==> config.mk <==
export PLATFORM = sky130hd
export DESIGN_NAME = id_ex_pipe
export DESIGN_NICKNAME = d
export VERILOG_FILES = /design/src/rtl/id_ex_pipe.sv
export SDC_FILE = /design/constraint.sdc
export NUM_CORES = 1
export LEC_CHECK = 0
export ABC_CLOCK_PERIOD_IN_PS = 2900
export CORE_UTILIZATION = 35
export CTS_CLUSTER_DIAMETER = 150
export DETAILED_ROUTE_END_ITERATION = 6
export PLACE_DENSITY = 0.63
export SYNTH_ARGS = -nofsm -noshare
export SYNTH_HDL_FRONTEND = slang
export SYNTH_SLANG_ARGS = --single-unit
==> constraint.sdc <==
create_clock -name clk -period 2.9 [get_ports clk]
set_input_delay 0.58 -clock clk [delete_from_list [all_inputs] [get_ports clk]]
set_output_delay 0.58 -clock clk [all_outputs]
set_load 0.02 [all_outputs]
==> src/rtl/id_ex_pipe.sv <==
// ID/EX pipeline register built as a two-entry skid buffer.
// The main entry drives the EX-side payload. The skid entry catches the one
// beat that can arrive while EX is stalled. Because of the skid entry,
// in_ready depends only on registered state and never on out_ready.
// Empty slots read as a NOP bubble with all other payload fields zero.

module id_ex_pipe #(
    parameter int          XLEN     = 64,
    parameter int          CNT_W    = 16,
    parameter logic [31:0] NOP_INST = 32'h00000013
) (
    input  logic             clk,
    input  logic             rst,
    input  logic             flush,
    input  logic             in_valid,
    output logic             in_ready,
    input  logic [31:0]      inst_i,
    input  logic [XLEN-1:0]  inst_addr_i,
    input  logic [XLEN-1:0]  op1_i,
    input  logic [XLEN-1:0]  op2_i,
    input  logic [4:0]       rd_addr_i,
    input  logic             reg_wen_i,
    output logic             out_valid,
    input  logic             out_ready,
    output logic [31:0]      inst_o,
    output logic [XLEN-1:0]  inst_addr_o,
    output logic [XLEN-1:0]  op1_o,
    output logic [XLEN-1:0]  op2_o,
    output logic [4:0]       rd_addr_o,
    output logic             reg_wen_o,
    output logic [CNT_W-1:0] stall_cnt
);

    localparam logic [1:0] ST_EMPTY = 2'd0;
    localparam logic [1:0] ST_BUSY  = 2'd1;
    localparam logic [1:0] ST_FULL  = 2'd2;

    localparam int PW = 32 + 3 * XLEN + 5 + 1;
    localparam logic [PW-1:0] BUBBLE_WORD = {NOP_INST, {(PW - 32){1'b0}}};

    logic [1:0]    state;
    logic [1:0]    state_d;
    logic [PW-1:0] main_q;
    logic [PW-1:0] main_d;
    logic [PW-1:0] skid_q;
    logic [PW-1:0] in_word;
    logic          skid_load;
    logic          in_fire;
    logic          out_fire;

    assign in_word = {inst_i, inst_addr_i, op1_i, op2_i, rd_addr_i, reg_wen_i};
    assign {inst_o, inst_addr_o, op1_o, op2_o, rd_addr_o, reg_wen_o} = main_q;

    assign in_ready  = (state != ST_FULL);
    assign out_valid = (state != ST_EMPTY);
    assign in_fire   = in_valid & in_ready;
    assign out_fire  = out_valid & out_ready;

    // Next-state and next main-entry selection. Flush overrides everything,
    // and an emptied main entry is reloaded with the bubble word.
    always_comb begin
        state_d   = state;
        main_d    = main_q;
        skid_load = 1'b0;
        if (flush) begin
            state_d = ST_EMPTY;
            main_d  = BUBBLE_WORD;
        end else begin
            case (state)
                ST_EMPTY: begin
                    if (in_fire) begin
                        main_d  = in_word;
                        state_d = ST_BUSY;
                    end
                end
                ST_BUSY: begin
                    if (in_fire && out_fire) begin
                        main_d = in_word;
                    end else if (out_fire) begin
                        main_d  = BUBBLE_WORD;
                        state_d = ST_EMPTY;
                    end else if (in_fire) begin
                        skid_load = 1'b1;
                        state_d   = ST_FULL;
                    end
                end
                ST_FULL: begin
                    if (out_fire) begin
                        main_d  = skid_q;
                        state_d = ST_BUSY;
                    end
                end
                default: begin
                    state_d = ST_EMPTY;
                    main_d  = BUBBLE_WORD;
                end
            endcase
        end
    end

    // State and main entry registers; reset leaves a bubble on the outputs.
    always_ff @(posedge clk or negedge rst) begin
        if (!rst) begin
            state  <= ST_EMPTY;
            main_q <= BUBBLE_WORD;
        end else begin
            state  <= state_d;
            main_q <= main_d;
        end
    end

    // Skid entry captures the overflow beat; its validity is carried by state.
    always_ff @(posedge clk or negedge rst) begin
        if (!rst) begin
            skid_q <= '0;
        end else if (skid_load) begin
            skid_q <= in_word;
        end
    end

    // Saturating count of edges where EX held off a valid beat; flush does not touch it.
    always_ff @(posedge clk or negedge rst) begin
        if (!rst) begin
            stall_cnt <= '0;
        end else if (out_valid && !out_ready && (stall_cnt != {CNT_W{1'b1}})) begin
            stall_cnt <= stall_cnt + CNT_W'(1);
        end
    end

endmodule
### Word-level counts from Yosys, hierarchy flattened

Cells that the tools add are included.

* register bits after elaboration: 478
* input bits: 235
* output and inout bits: 248
* logic and storage cells: 42

* add/sub/neg operators: 1
* equality and inequality tests: 9
* multiplexer cells: 18
* bitwise logic cells: 2
* reduce and logical (&&, ||, !) cells: 8

Operators by type and width (count)
* $mux 230: 5
* $pmux 230 s3: 1
* $add 16x1->16 const B: 1
* $ne 16x16->1 const B: 1
* $mux 2: 6
* $ne 3x3->1 const B: 3
* $ne 4x4->1 const B: 2
* $pmux 2 s3: 1
* $mux 1: 5
* $reduce_and 4->1: 1
* $logic_and 1x1->1: 3
* $reduce_and 3->1: 1
* $and 1x1->1: 2
* $eq 2x1->1 const B: 1
* $eq 2x2->1 const B: 1
* $logic_not 2->1: 1
* $ne 2x2->1 const B: 1
* $reduce_bool 2->1: 1
* $logic_not 1->1: 1

### Logic depth before layout (Yosys ltp)

Gate-level depths: netlist (run 1).

* depth after elaboration: 7
* depth in mapped cells: 10
* mapped depth without buffers: 5

### Worst setup path before layout (run 1)

Ideal clock, no wire load.

* path type: input -> register
* start point: input out_ready
* end point: register main_q[112]
* arrival: 1.797 ns
* required time: 2.777 ns
* path slack: 0.980 ns
* stages on the path: 8
* buffers on the path: 4
* path through: buf_2 -> mux2_4 -> a22oi_1 -> or2_1 -> buf_2 -> buf_2 -> buf_2 -> o2bb2ai_2

* longest elaborated chain between the ends: 5
* elaborated cells on any way between the ends: 8
* classes of those cells: 2 x eq/ne; 3 x mux; 1 x bitwise; 2 x reduce/logical

RTL lines
* from (decl): line 24 `input logic out_ready,`
* $and 1x1->1 (*): line 57 `assign out_fire = out_valid & out_ready;`
* $logic_and 1x1->1: line 77 `if (in_fire && out_fire) begin`
* $mux 230: line 77
* $pmux 230 s3: line 69 `case (state)`
* $mux 230: line 65 `if (flush) begin`
* to (signal assigned): line 108 `main_q <= main_d;`
* to (decl): line 43 `logic [PW-1:0] main_q;`

Every way passes the cells marked *; elsewhere a longest branch is shown, timed or not.
A chain may end at the register's enable or synchronous reset.

### Final worst setup path (run 1)

* start point: register state[1]
* end point: output in_ready

* longest elaborated chain between the ends: 1

RTL lines
* from (decl): line 41 `logic [1:0] state;`
* from (signal assigned): line 107 `state <= state_d;`
* $ne 2x2->1: line 54 `assign in_ready = (state != ST_FULL);`
* to (decl): line 16 `output logic in_ready,`

Every way passes these cells.

==> impl_metrics.ini, run 1 <==
[worst_setup_path]
ff2ff_path_depth = 6
endpoint_kind = output pin
critPathBufInv = 2
crit_type = reg -> out
max_stage_delay_ns = 0.64
crit_chain = nor2b_4, inv_2, clkdlybuf4s50_1
critPathLaunchType = flop
critPathArrivalTime_ns = 2.00
r2r-start = state[1]
critPathSlowestCell = clkdlybuf4s50_1
crit_fanout = 8
r2r_end = main_q[34]
r2r_slack_ns = 0.67
cp_top_family = buffers and inverters
required_ns = 2.32

[power]
p_clk_frac = 0.352
vdd_drop_max_mv = 0.489
switching_share = 0.262
p_leak_nw = 12.7
p_switching_mw = 5.07
p_int_mw = 14.3
p_comb_frac = 0.202
power.density_mw_per_mm2 = 681
p_seq_frac = 0.446

[synth]
synthCells = 1377
synth_edf_count = 0
synth_area_mm2 = 0.0207
synthMuxAreaShare = 0.163
synth_xor_area_frac = 0.00508
synth.net_count = 1613
synth_top_family_by_area = compound AO/OA/AOI/OAI gates
synthAdderAreaFrac = 0.000605
synth.distinct_cells = 43
synth-seq-area-share = 0.578
synth_compound_area_frac = 0.201
synthFlopType = dfrtp_1
synth-simple-area-share = 0.0123
ys_ff_latch = 478
synth_async_sr_flop_share = 1.00
yosys_warnings = 0
syn_area_per_cell_um2 = 15.0

[layout]
areaGrowthSynthToFinish_pct = 37.3
layout-drive-gt1-share = 0.237
final_common_cell = clkdlybuf4s50_1
multiInputGateArea_mm2 = 0.00793
final_util = 0.490
layout_common_cells = clkdlybuf4s50_1 (481), dfrtp_1 (475), a22oi_1 (228), mux2_4 (201), o2bb2ai_1 (177)
final_nets = 2085
seqCellArea_mm2 = 0.0120
n_fill_cell = 5028

[timing]
max_freq_mhz = 387
max_slew.worst_pin.slew_ns = 0.650
slew_headroom = 0.567
setup_violations = 0
final-hold-violation-count = 0
fin_crit_sh = 0.891
fin_setup_tns_ns = 0
period_minus_slack_ns = 2.58
clock-skew-final_ns = 0.0128
rsz0062_at_grt = no
slew_viol_final = 0

[global_routing]
grt_pass1_vias = 15200
grt-ovfl-total = 0
antenna_found_initial = 8
grt_max_degree = 100
grt_use_total = 0.187
grt_pass1_wl_mm = 89.5

[clock_network]
cts_sinks = 478
clkLatencyLatePin_ns = 0.59
clk_pin_slew_worst_paths_ns = 0.06
cts_root_buffer = clkbuf_16
cts_tree = done
cts_max_level = 2
numCtsBuffers = 51
cts_buffer_depth = 3

[placed_design]
io_buffers = 482
place_congestion = 0.821
dp_hpwl_mm = 38.1

[drt]
num_vias = 14000
drtIter0Drc = 735
antenna_left = 0
wirelength_mm = 57.3
drt_pass1_iterations = 6
drc_errors = 0
via_per_inst = 5.27
wire_per_inst_um = 21.5

[die]
rows = 88
io_pins = 483
die_w_um = 245
die_y_um = 245
fp.dieArea_mm2 = 0.0601
start_util = 0.357
core_area_mm2 = 0.0580

[min_path]
holdPathEnd = main_q[123]
hold_depth = 1
worstHoldPathType = reg -> reg
hp-start = main_q[123]

[run]
maxCapViolCount = 0

[run_status]
outcome = finished, final reports clean
-- final cells by class --
| cell class | instances | share of cell area |
|---|---|---|
| Inverter | 3 | 0.000396 |
| Clock buffer | 76 | 0.0529 |
| Antenna cell | 7 | 0.000616 |
| Timing Repair Buffer | 550 | 0.204 |
| Multi-Input combinational cell | 765 | 0.279 |
| Tap cell | 765 | 0.0337 |
| Sequential cell | 478 | 0.421 |
| Clock inverter | 19 | 0.00872 |
-- through the flow --
| stage | std cells | setup WS [ns] | instance area, um^2 | total power [mW] | hold WS (ns) |
|---|---|---|---|---|---|
| 6_report | 2663 | 0.316 | 28400 | 19.4 | 0.484 |
| 5_1_grt | 2662 | 0.223 | 28400 | 20.2 | 0.504 |
| 4_1_cts | 2655 | 0.0395 | 28400 | 19.6 | 0.491 |
| 3_5_place_dp | 2559 | 0.279 | 26600 | 12.6 | 0.473 |
| 3_3_place_gp | 2559 | 0.308 | 26600 | 12.5 | 0.470 |
| 2_1_floorplan | 1377 | 0.980 | 20700 | 10.9 | 0.284 |
-- repair_timing --
action / CTS / global route
hold endpoints to repair: 12 / 0
setup buffers: 0 / 1
hold buffers: 1 / 0
setup endpoints to repair: 0 / 1
gates resized for setup: 0 / 0
-- layer usage --
| metal | up-vias | GRT usage | share of wire |
|---|---|---|---|
| met5 | - | 0 | 0.00023 |
| li1 | 6270 | - | - |
| met1 | 7235 | 0.244 | 0.43 |
| met2 | 433 | 0.304 | 0.48 |
| met3 | 82 | 0.0490 | 0.070 |
| met4 | 2 | 0.0563 | 0.024 |
-- worst max path at each step --
stage	startpoint	cells past startpoint	slack, ns	to
2_1_floorplan	out_ready	8	0.98	main_q[112]
3_3_place_gp	in_valid	6	0.31	skid_q[95]
3_5_place_dp	out_ready	7	0.28	main_q[35]
4_1_cts	state[1]	3	0.04	in_ready
5_1_grt	state[1]	3	0.22	in_ready
6_report	state[1]	3	0.32	in_ready
-- cells in the mapped netlist, types with 2 or more instances --
library cell,count,area (um^2)
dfrtp_1,475,11900
a22oi_1,228,1710
mux2_4,201,3020
o2bb2ai_1,177,1550
o2bb2ai_2,50,751
buf_2,47,235
clkbuf_1,47,176
buf_6,35,394
mux2_2,31,349
nand2_1,11,41.3
o21ai_0,8,40.0
xor2_1,8,70.1
nand4_1,6,37.5
nand3_1,4,20.0
nor3_1,4,20.0
o22a_1,4,35.0
xnor2_1,4,35.0
dfstp_2,3,78.8
nor2_1,3,11.3
a21oi_1,2,10.0
buf_4,2,15.0
inv_2,2,7.51
nor2b_1,2,12.5
nor3_2,2,20.0
nor4_1,2,12.5
or3_1,2,12.5
-- registers in the layout, indices dropped and copies added (netlist names) --
name / flops
state: 2
main_q: 230
stall_cnt: 16
skid_q: 230
-- power groups by stage --
stage / logic (mW) / clock network (mW) / registers [mW]
floorplan: 2.05 / 0 / 8.84
global placement: 3.82 / 0 / 8.68
detailed placement: 3.94 / 0 / 8.69
CTS: 3.95 / 6.99 / 8.63
global route: 4.17 / 7.29 / 8.77
finish: 3.90 / 6.81 / 8.64
-- logic make-up (layout without fill, tap and decap cells) --
group	Yosys count	count (layout)
other cells	0	7
xor+xnor	12	12
fa+ha+maj	1	1
buf+inv	134	648
simple gates	44	44
compound gates	475	475
mux	233	233
flops	478	478
Note: power is estimated with default switching activity, not from simulation.
==> run 2, diff against run 1 <==
--- a/config.mk
+++ b/config.mk
@@ -6,10 +6,10 @@
 export NUM_CORES = 1
 export LEC_CHECK = 0
 export ABC_CLOCK_PERIOD_IN_PS = 2900
-export CORE_UTILIZATION = 35
+export CORE_UTILIZATION = 54
 export CTS_CLUSTER_DIAMETER = 150
 export DETAILED_ROUTE_END_ITERATION = 6
-export PLACE_DENSITY = 0.63
+export PLACE_DENSITY = 0.89
 export SYNTH_ARGS = -nofsm -noshare
 export SYNTH_HDL_FRONTEND = slang
 export SYNTH_SLANG_ARGS = --single-unit
==> impl_metrics.ini, run 2 (same netlist as run 1, synthesis figures left out) <==
[run_status]
outcome = finished, final reports clean

[power]
power.density_mw_per_mm2 = 691
p_leak_nw = 12.6
vdd_drop_max_mv = 0.529
power_mw = 19.3

[timing]
final-hold-violation-count = 0
slew_headroom = 0.555
clock-skew-final_ns = 0.0124
slew_viol_final = 0
fin_crit_sh = 0.931
setup_violations = 0
max_freq_mhz = 370
rsz0062_at_grt = no
max_slew.worst_pin.slew_ns = 0.662
period_minus_slack_ns = 2.70
hold_slack_ns = 0.488
fin_setup_tns_ns = 0

[clock_network]
numCtsBuffers = 48
clkLatencyLatePin_ns = 0.58
post-cts-setup-buffer-count = 0
cts_sinks = 478
cts_max_level = 2
cts_root_buffer = clkbuf_16
cts_buffer_depth = 3
cts_resized = 0
clk_pin_slew_worst_paths_ns = 0.06
cts_tree = done

[layout]
stdcell_count = 2391
n_fill_cell = 2186
areaGrowthSynthToFinish_pct = 34.9
layout-drive-gt1-share = 0.232
final_nets = 2074
seqCellArea_mm2 = 0.0120
final_common_cell = clkdlybuf4s50_1
layout_common_cells = clkdlybuf4s50_1 (481), dfrtp_1 (475), a22oi_1 (228), mux2_4 (201), o2bb2ai_1 (177)
multiInputGateArea_mm2 = 0.00793
largestRegisters = main_q (230), skid_q (230), stall_cnt (16)

[global_routing]
grt_max_degree = 119
antenna_found_initial = 7
grt_pass1_wl_mm = 94.2
grt_pass1_vias = 16000
grt-ovfl-total = 0
grt_use_total = 0.312

[drt]
drc_errors = 0
via_per_inst = 6.24
wirelength_mm = 62.1
drt_pass1_iterations = 6
num_vias = 14900
drtIter0Drc = 1027
wire_per_inst_um = 26.0
antenna_left = 0

[worst_setup_path]
ff2ff_path_depth = 6
crit_type = reg -> out
crit_chain = nor2b_4, inv_2, clkdlybuf4s50_1
r2r_slack_ns = 0.78
r2r-start = state[1]
endpoint_kind = output pin
crit_fanout = 8
critPathSlowestCell = dfrtp_1
max_stage_delay_ns = 0.57
critPathArrivalTime_ns = 2.12
critPathLaunchType = flop
r2r_end = skid_q[102]
required_ns = 2.32

[run]
maxCapViolCount = 0

[placed_design]
dp.cells = 2298
io_buffers = 482
dp_hpwl_mm = 39.0
place_congestion = 0.843

[die]
core_area_mm2 = 0.0377
rows = 71
fp.dieArea_mm2 = 0.0391
io_pins = 483
die_w_um = 198
start_util = 0.549
die_y_um = 198

[min_path]
holdPathEnd = main_q[178]
hp-start = main_q[178]
hold_depth = 1
worstHoldPathType = reg -> reg
## run 2: worst max-delay path, delay by kind of cell (launching register included)
family        cells  cell delay (ns)
buf+inv           2             0.64
flops             1             0.57
simple gates      1             0.33
## run 2: cell type report
class,instances,area share
sequential,478,0.429
inverter,3,0.000403
clock buffer,74,0.0523
clock inverter,12,0.00713
timing repair buffer,542,0.204
multi-input combinational,765,0.284
tap,511,0.0229
antenna,6,0.000538
## run 2: where the power goes
part	internal (mW)	leakage, nW	total [mW]	switching, mW
sequential	7.87	6.15	8.75	0.876
combinational	2.30	5.63	3.99	1.69
clock	3.91	0.806	6.55	2.65
total	14.1	12.6	19.3	5.21
## run 2: what timing repair did
item	4_1_cts	5_1_grt
setup endpoints to repair	0	0
hold buffers	1	0
endpoints found under the hold margin	47	0
## run 2: worst max path at each step
| stage | endpoint | slack (ns) | startpoint |
|---|---|---|---|
| 6_report | in_ready | 0.20 | state[1] |
| 3_5_place_dp | main_q[48] | 0.26 | out_ready |
| 3_3_place_gp | skid_q[146] | 0.33 | in_valid |
| 4_1_cts | in_ready | 0.17 | state[1] |
| 2_1_floorplan | main_q[112] | 0.98 | out_ready |
| 5_1_grt | in_ready | 0.11 | state[1] |
## run 2: stage by stage
step / cell area [um^2] / util / setup WS (ns)
detailed placement: 26200 / 0.696 / 0.262
finish: 27900 / 0.741 / 0.200
global placement: 26200 / 0.696 / 0.329
global route: 27900 / 0.741 / 0.113
CTS: 27900 / 0.741 / 0.168
floorplan: 20700 / - / 0.980
## run 2: metal layers
layer / global-route usage / vias up / routed length [um]
met3: 0.0949 / 220 / 5610
li1: - / 6238 / -
met1: 0.374 / 7687 / 22900
met5: 0 / - / 13
met2: 0.507 / 779 / 30300
met4: 0.166 / 2 / 3250
